**src/rtl/cpu_pkg.sv**
```systemverilog
// Shared types and constants for the multi-cycle CPU control sequencer.
// State encoding is fixed because state_o exposes it for debug.
package cpu_pkg;

  typedef enum logic [2:0] {
    ST_IDLE   = 3'd0,
    ST_FETCH  = 3'd1,
    ST_DECODE = 3'd2,
    ST_RDMEM  = 3'd3,
    ST_OPLOAD = 3'd4,
    ST_EXEC   = 3'd5,
    ST_WBACK  = 3'd6,
    ST_HALT   = 3'd7
  } state_e;

  localparam logic [4:0] OP_LDI  = 5'b10000;
  localparam logic [4:0] OP_JMP  = 5'b11000;
  localparam logic [4:0] OP_BEQ  = 5'b11001;
  localparam logic [4:0] OP_HALT = 5'b11111;

  // Opcode bits that select the ALU class and, for ALU ops, the ALU mode.
  localparam int CLS_HI = 4;
  localparam int CLS_LO = 3;

  localparam logic [1:0] MODE_ARITH = 2'b00;
  localparam logic [1:0] MODE_LOGIC = 2'b01;

  typedef enum logic [2:0] {
    CLS_ALU,
    CLS_LDI,
    CLS_JMP,
    CLS_BEQ,
    CLS_HALT,
    CLS_NOP
  } op_class_e;

  function automatic op_class_e classify(input logic [4:0] op);
    op_class_e cls;
    if (op[CLS_HI:CLS_LO] == MODE_ARITH || op[CLS_HI:CLS_LO] == MODE_LOGIC) cls = CLS_ALU;
    else if (op == OP_LDI)  cls = CLS_LDI;
    else if (op == OP_JMP)  cls = CLS_JMP;
    else if (op == OP_BEQ)  cls = CLS_BEQ;
    else if (op == OP_HALT) cls = CLS_HALT;
    else                    cls = CLS_NOP;
    return cls;
  endfunction

endpackage

```
**src/rtl/cpu_sequencer_if.sv**
```systemverilog
// Control bundle between the sequencer (master) and the datapath (slave):
// decoded opcode and eq flag in, every datapath strobe/select and status out.
interface cpu_sequencer_if #(
  parameter int OPW   = 5,
  parameter int MODEW = 2,
  parameter int CNTW  = 16
);
  logic             en;
  logic [OPW-1:0]   opcode;
  logic             eq;
  logic             loadIR;
  logic             incPC;
  logic             loadPC;
  logic             loadA;
  logic             loadB;
  logic             loadC;
  logic             we_DM;
  logic             selA;
  logic             selB;
  logic [MODEW-1:0] mode;
  logic             halted;
  logic [2:0]       state_o;
  logic [CNTW-1:0]  retired;

  modport master (
    input  en, opcode, eq,
    output loadIR, incPC, loadPC, loadA, loadB, loadC, we_DM,
           selA, selB, mode, halted, state_o, retired
  );

  modport slave (
    output en, opcode, eq,
    input  loadIR, incPC, loadPC, loadA, loadB, loadC, we_DM,
           selA, selB, mode, halted, state_o, retired
  );
endinterface

```
**src/rtl/cpu_retire_counter.sv**
```systemverilog
// Retired-instruction counter: counts inc pulses while enabled, wraps naturally.
module cpu_retire_counter #(
  parameter int CNTW = 16
) (
  input  logic            clk,
  input  logic            rst,
  input  logic            en,
  input  logic            inc,
  output logic [CNTW-1:0] count
);

  logic [CNTW-1:0] count_q, count_d;

  always_comb begin
    count_d = count_q;
    if (en && inc) count_d = count_q + CNTW'(1);
  end

  // NOTE: state flops use non-blocking assignment so every flop samples pre-edge values.
  always_ff @(posedge clk or posedge rst) begin
    if (rst) count_q <= '0;
    else     count_q <= count_d;
  end

  assign count = count_q;

endmodule

```
**src/rtl/cpu_sequencer.sv**
```systemverilog
// Multi-cycle fetch/decode/operand/execute/writeback control FSM for the 19-bit CPU.
// Outputs are Moore-decoded from the state and latched opcode; strobes are qualified by en.
module cpu_sequencer
  import cpu_pkg::*;
#(
  parameter int OPW   = 5,
  parameter int MODEW = 2,
  parameter int CNTW  = 16
) (
  input  logic            clk,
  input  logic            rst,
  cpu_sequencer_if.master bus
);

  state_e           state_q, state_d;
  logic [OPW-1:0]   op_q, op_d;
  op_class_e        cls_in, cls_q;
  logic             retire;
  logic [CNTW-1:0]  retired_cnt;

  logic             load_ir_c, inc_pc_c, load_pc_c, load_a_c, load_b_c, load_c_c, we_dm_c;
  logic             sel_a_c, sel_b_c, halted_c;
  logic [MODEW-1:0] mode_c;

  assign cls_in = classify(bus.opcode);
  assign cls_q  = classify(op_q);

  // NOTE: every always_comb output gets a default first so no path can infer a latch.
  always_comb begin
    state_d   = state_q;
    op_d      = op_q;
    retire    = 1'b0;
    load_ir_c = 1'b0;
    inc_pc_c  = 1'b0;
    load_pc_c = 1'b0;
    load_a_c  = 1'b0;
    load_b_c  = 1'b0;
    load_c_c  = 1'b0;
    we_dm_c   = 1'b0;
    sel_a_c   = 1'b0;
    sel_b_c   = 1'b0;
    halted_c  = 1'b0;
    mode_c    = MODEW'(MODE_ARITH);

    case (state_q)
      ST_IDLE: begin
        sel_b_c = 1'b1;
        state_d = ST_FETCH;
      end
      ST_FETCH: begin
        load_ir_c = 1'b1;
        inc_pc_c  = 1'b1;
        state_d   = ST_DECODE;
      end
      ST_DECODE: begin
        // IR was loaded at the end of FETCH, so the live opcode is valid here.
        op_d = bus.opcode;
        case (cls_in)
          CLS_ALU, CLS_BEQ: state_d = ST_RDMEM;
          CLS_LDI:          state_d = ST_EXEC;
          CLS_JMP: begin
            load_pc_c = 1'b1;
            retire    = 1'b1;
            state_d   = ST_FETCH;
          end
          CLS_HALT: begin
            retire  = 1'b1;
            state_d = ST_HALT;
          end
          default: begin
            retire  = 1'b1;
            state_d = ST_FETCH;
          end
        endcase
      end
      ST_RDMEM: state_d = ST_OPLOAD;
      ST_OPLOAD: begin
        load_a_c = 1'b1;
        load_b_c = 1'b1;
        state_d  = ST_EXEC;
      end
      ST_EXEC: begin
        case (cls_q)
          CLS_ALU: begin
            mode_c   = MODEW'(op_q[CLS_HI:CLS_LO]);
            load_c_c = 1'b1;
            state_d  = ST_WBACK;
          end
          CLS_LDI: begin
            load_c_c = 1'b1;
            sel_a_c  = 1'b1;
            state_d  = ST_WBACK;
          end
          CLS_BEQ: begin
            load_pc_c = bus.eq;
            retire    = 1'b1;
            state_d   = ST_FETCH;
          end
          default: state_d = ST_FETCH;
        endcase
      end
      ST_WBACK: begin
        we_dm_c = 1'b1;
        retire  = 1'b1;
        state_d = ST_FETCH;
      end
      ST_HALT: halted_c = 1'b1;
      default: state_d = ST_IDLE;
    endcase

    // A stall freezes sequencing; HALT is already self-looping.
    if (!bus.en) begin
      state_d = state_q;
      op_d    = op_q;
    end
  end

  always_ff @(posedge clk or posedge rst) begin
    if (rst) begin
      state_q <= ST_IDLE;
      op_q    <= '0;
    end else begin
      state_q <= state_d;
      op_q    <= op_d;
    end
  end

  cpu_retire_counter #(.CNTW(CNTW)) u_retire (
    .clk   (clk),
    .rst   (rst),
    .en    (bus.en),
    .inc   (retire),
    .count (retired_cnt)
  );

  // Strobes need en; selects/status only need reset released, so they hold through a stall.
  logic strobe_ok, out_ok;
  assign out_ok    = ~rst;
  assign strobe_ok = out_ok & bus.en;

  assign bus.loadIR  = load_ir_c & strobe_ok;
  assign bus.incPC   = inc_pc_c  & strobe_ok;
  assign bus.loadPC  = load_pc_c & strobe_ok;
  assign bus.loadA   = load_a_c  & strobe_ok;
  assign bus.loadB   = load_b_c  & strobe_ok;
  assign bus.loadC   = load_c_c  & strobe_ok;
  assign bus.we_DM   = we_dm_c   & strobe_ok;
  assign bus.selA    = sel_a_c   & strobe_ok;
  assign bus.selB    = sel_b_c   & out_ok;
  assign bus.mode    = out_ok ? mode_c : '0;
  assign bus.halted  = halted_c  & out_ok;
  assign bus.state_o = out_ok ? 3'(state_q) : 3'(ST_IDLE);
  assign bus.retired = out_ok ? retired_cnt : '0;

endmodule

```
**src/flat_wrapper.sv**
```systemverilog
// flat-port wrapper written by rule: the top's interface ports become plain ports
module cpu_sequencer_flat import cpu_pkg::*;
#(
  parameter int OPW   = 5,
  parameter int MODEW = 2,
  parameter int CNTW  = 16
)
  (clk, rst, bus_en, bus_opcode, bus_eq, bus_loadIR, bus_incPC, bus_loadPC, bus_loadA, bus_loadB, bus_loadC, bus_we_DM, bus_selA, bus_selB, bus_mode, bus_halted, bus_state_o, bus_retired);
  cpu_sequencer_if #(.OPW(OPW), .MODEW(MODEW), .CNTW(CNTW)) bus_i ();
  input  logic clk;
  input  logic rst;
  input wire logic [$bits(bus_i.en)-1:0] bus_en;
  input wire logic [$bits(bus_i.opcode)-1:0] bus_opcode;
  input wire logic [$bits(bus_i.eq)-1:0] bus_eq;
  output wire logic [$bits(bus_i.loadIR)-1:0] bus_loadIR;
  output wire logic [$bits(bus_i.incPC)-1:0] bus_incPC;
  output wire logic [$bits(bus_i.loadPC)-1:0] bus_loadPC;
  output wire logic [$bits(bus_i.loadA)-1:0] bus_loadA;
  output wire logic [$bits(bus_i.loadB)-1:0] bus_loadB;
  output wire logic [$bits(bus_i.loadC)-1:0] bus_loadC;
  output wire logic [$bits(bus_i.we_DM)-1:0] bus_we_DM;
  output wire logic [$bits(bus_i.selA)-1:0] bus_selA;
  output wire logic [$bits(bus_i.selB)-1:0] bus_selB;
  output wire logic [$bits(bus_i.mode)-1:0] bus_mode;
  output wire logic [$bits(bus_i.halted)-1:0] bus_halted;
  output wire logic [$bits(bus_i.state_o)-1:0] bus_state_o;
  output wire logic [$bits(bus_i.retired)-1:0] bus_retired;
  assign bus_i.en = bus_en;
  assign bus_i.opcode = bus_opcode;
  assign bus_i.eq = bus_eq;
  assign bus_loadIR = bus_i.loadIR;
  assign bus_incPC = bus_i.incPC;
  assign bus_loadPC = bus_i.loadPC;
  assign bus_loadA = bus_i.loadA;
  assign bus_loadB = bus_i.loadB;
  assign bus_loadC = bus_i.loadC;
  assign bus_we_DM = bus_i.we_DM;
  assign bus_selA = bus_i.selA;
  assign bus_selB = bus_i.selB;
  assign bus_mode = bus_i.mode;
  assign bus_halted = bus_i.halted;
  assign bus_state_o = bus_i.state_o;
  assign bus_retired = bus_i.retired;
  cpu_sequencer #(.OPW(OPW), .MODEW(MODEW), .CNTW(CNTW)) u_core (.clk(clk), .rst(rst), .bus(bus_i));
endmodule
```
**config.mk**
```make
export PLATFORM = sky130hd
export DESIGN_NAME = cpu_sequencer_flat
export DESIGN_NICKNAME = d
export VERILOG_FILES = /design/src/rtl/cpu_pkg.sv /design/src/rtl/cpu_sequencer_if.sv /design/src/rtl/cpu_retire_counter.sv /design/src/rtl/cpu_sequencer.sv /design/src/flat_wrapper.sv
export SDC_FILE = /design/constraint.sdc
export NUM_CORES = 1
export LEC_CHECK = 0
export BUFFER_PORTS_ARGS = -buffer_cell sky130_fd_sc_hd__buf_4
export CAP_MARGIN = 30
export CORE_MARGIN = 1
export CORE_UTILIZATION = 47
export DETAILED_ROUTE_END_ITERATION = 12
export HOLD_SLACK_MARGIN = 0.1
export MAX_ROUTING_LAYER = met4
export PLACE_DENSITY = 0.76
export SLEW_MARGIN = 20
export SYNTH_ARGS = -nofsm -noshare
export SYNTH_HDL_FRONTEND = slang
export SYNTH_HIERARCHICAL = 1
export SYNTH_SLANG_ARGS = --single-unit
```
**constraint.sdc**
```tcl
create_clock -name clk -period 1.9 [get_ports clk]
set_input_delay 0.19 -clock clk [delete_from_list [all_inputs] [get_ports clk]]
set_output_delay 0.19 -clock clk [all_outputs]
set_load 0.02 [all_outputs]
```
==> impl_results.md <==
- Run status: complete, no violations
- H-tree level count: 1
- Mean area per synthesized cell: 9.69 um2
- Cell taking the most area after synthesis: dfrtp_1
- # DRC: 0
- Top post-synthesis cells by count: dfrtp_1, nor2b_1, nand2_1, xnor2_1, nor2_1
- Most frequent cell after synthesis: dfrtp_1
- Total CTS buffers: 3
- Ant. Diodes: 0
- Combinational power share: 44.5%
- FP Rows: 20
- LEAKAGE: just over 0.9 nW
- Crit path depth: 3
- Final non-filler cell total: 239
- Crit-path cells: or4_4 > a21oi_1 > buf_4
- Fin crit period: ~1900 ps
- Ys flop type: dfrtp_1
- Int Pwr: approximately 1.3 mW
- Switching power as a share of total power: 36.0%
- Hold path cells: 2
- Area after DPL: between 1500 and 2000 um2
- Netlist Area Pre-Place: 1480 um2
- Routed wire length: roughly 3.5 mm
- Register area share after synthesis: 40.5%
- Fin crit share: 98.9%
- Cells after Synth: between 150 and 200
- First DRT Iteration DRCs: 47
- Initial antenna violation count: 0
- Clk pwr share: 18.0%
- Syn Nets: 163
- Die Footprint: between 3000 and 4000 um2
- Buffers on Ports: 38
- Vias in the first global route: 1158
- Sw Pwr: 0.743 mW
- Post-synth ARST share: 100%
- WS Path Type: flop to output port
- Reg2reg path depth: 7
- Crit path max-delay cell type: or4_4
- Peak supply drop: 0.534 mV
- CTS tree: built
- Worst-Skew Late Latency: roughly 310 ps
- EDFF count, synth: 0
- First-pass GRT wire length: a little under 6 mm
- Synth warn: 6
- Hold Fails Final Rpt: 0
- Grt ovf: 0
- CP peak stage delay: 590 ps
- Hold Crit Class: input pin to flop
- Chip Height: slightly below 60 um
- Arrival time at the worst endpoint: 1690 ps
- GPL Wtd Cong: a little under 1
- Clock sinks: 24
- Max FO, Critical Path: 4
- Clk buf depth: 2
- Cell variety after synth: 45
- Cell Pwr Density: 1070 nW/um2
- Die width: 58.2 um
- Max Freq: 532 MHz
- Tot Pwr: 2.07 mW
- Top delay family on crit path: simple AND/OR/NAND/NOR gates
- Core area: ~3000 um2
- Starting Density: 49.0%
- Final Max Slew Viols: 0
- CP startpoint kind: flop
- Worst hold slack: 140 ps
- Post-route ant nets: 0
- CP required: 1710 ps
- RSZ-0062 raised after global routing: true
- Worst-path clk slew: 140 ps
- Largest net degree at the start of global routing: 25
- Clk_skew: 1.17 ps
- Via density: 5.31
- Synth top area share: 40.5%
- Slew @ Worst Pin: 601 ps
- Share of layout cells above drive strength 1: 36.4%
- Area Growth Syn to Fin: 30.0%
- Drt pass-1 iters: 4
- Max-cap violations: 0
- IO Count: 40
- Fin nets: 206
- FF+latch count, synth: 24
- Setup crit end kind: output port
- Total Routing Usage GR: 22.8%
- DR vias: 1269
- Final Instance Area: 1930 um2
- Placed cells: 231
- Utilization after layout: 63.7%
- Clock Tree Root: clkbuf_4
- Worst slew margin: about three fifths
- Reg power frac: 37.5%
- Synth area leaders: dfrtp_1, nor2b_1, xnor2_1
- Final setup viols: 0
- Crit path buf inv count: 1
- Wirelength per Cell: ~15 um
- DP HPWL: 2.45 mm
==> what timing repair did <==
action                                  4_1_cts  5_1_grt
pin swaps                                     0        5
buffers inserted                              1        2
gates cloned                                  0        0
endpoints found under the setup margin        2        7
hold buffers                                  1        0
resized for setup                             3        5
hold endpoints to repair                     24        0
==> metrics by stage <==
step           setup WS, ps  TNS, ps
2_1_floorplan          22.0        0
3_3_place_gp            124        0
3_5_place_dp           23.4        0
4_1_cts                8.95        0
5_1_grt               -83.1     -284
6_report               20.4        0
==> power groups by stage <==
stage / Combinational, mW / Sequential, mW / Clock, mW
final: 0.919 / 0.774 / 0.372
after CTS: 0.868 / 0.769 / 0.383
after detailed placement: 0.822 / 0.778 / 0
after floorplan: 0.575 / 0.746 / 0
after global placement: 0.803 / 0.769 / 0
after global routing: 0.997 / 0.790 / 0.405
==> worst reg2reg max path: stages, from the launching register on <==
cell     delay (ps)
dfrtp_1         420
nor2b_1         140
o21ai_0         120
o22ai_2         230
nand3_1         140
or4_4           460
nor2_2          120
xor2_1          160
==> worst paths after layout <==
check	slack, ps	startpoint	endpoint
hold reg to reg	490	u_core/u_retire/count[15]	u_core/u_retire/count[15]
setup / recovery	20	u_core/op_q[0]	bus_loadC
setup reg to reg	50	u_core/state_q[0]	u_core/u_retire/count[12]
hold / removal	140	bus_opcode[0]	u_core/op_q[0]
min in group asynchronous	560	rst	u_core/state_q[1]
max in group asynchronous	840	rst	u_core/u_retire/count[11]
==> state kept, by name (all words and copies together), names as in the netlist <==
name                   count
u_core/op_q                5
u_core/state_q             3
u_core/u_retire/count     16
==> logic make-up (layout without fill, tap and decap cells) <==
family	after synthesis	after routing	share of synthesized area [%]
simple gates	75	75	30.2
flops	24	24	40.5
xor+xnor	17	17	10.0
buf+inv	16	58	5.48
compound gates	12	12	6.16
mux	7	7	6.50
fa+ha+maj	1	1	0.844
other cells	1	1	0.253
==> cells in the final DEF, fill, tap and decap left out, types with 2 or more instances in the layout <==
cell / instances
buf_4: 45
dfrtp_1: 23
nor2b_1: 19
nand2_1: 13
xnor2_1: 12
nor2_1: 10
inv_1: 6
xor2_1: 5
mux2_4: 5
nand4_1: 4
clkbuf_4: 3
nor4_1: 3
buf_6: 2
or4_4: 2
and3_1: 2
o21ai_0: 2
nand4b_1: 2
nor3_1: 2
a21oi_1: 2
nor4_2: 2
nand3_1: 2
or2_2: 2
==> cell type report <==
| type | count | area, um2 |
|---|---|---|
| Tap cell | 44 | 55.1 |
| Multi-Input combinational cell | 113 | 826 |
| Inverter | 6 | 22.5 |
| Clock inverter | 1 | 30.0 |
| Sequential cell | 24 | 602 |
| Clock buffer | 3 | 22.5 |
| Fill cell | 265 | 1100 |
| Timing Repair Buffer | 48 | 370 |
==> metal layers <==
| metal | routed length, um | vias to the layer above | track usage (%) | share of wire (%) |
|---|---|---|---|---|
| li1 | - | 608 | - | - |
| met1 | 1540 | 618 | 29.6 | 44 |
| met2 | 1750 | 37 | 37.1 | 50 |
| met3 | 166 | 6 | 4.69 | 4.7 |
| met4 | 44 | 0 | 4.76 | 1.3 |
| met5 | 0 | - | - | 0 |
Note: power is estimated with default switching activity, not from simulation.
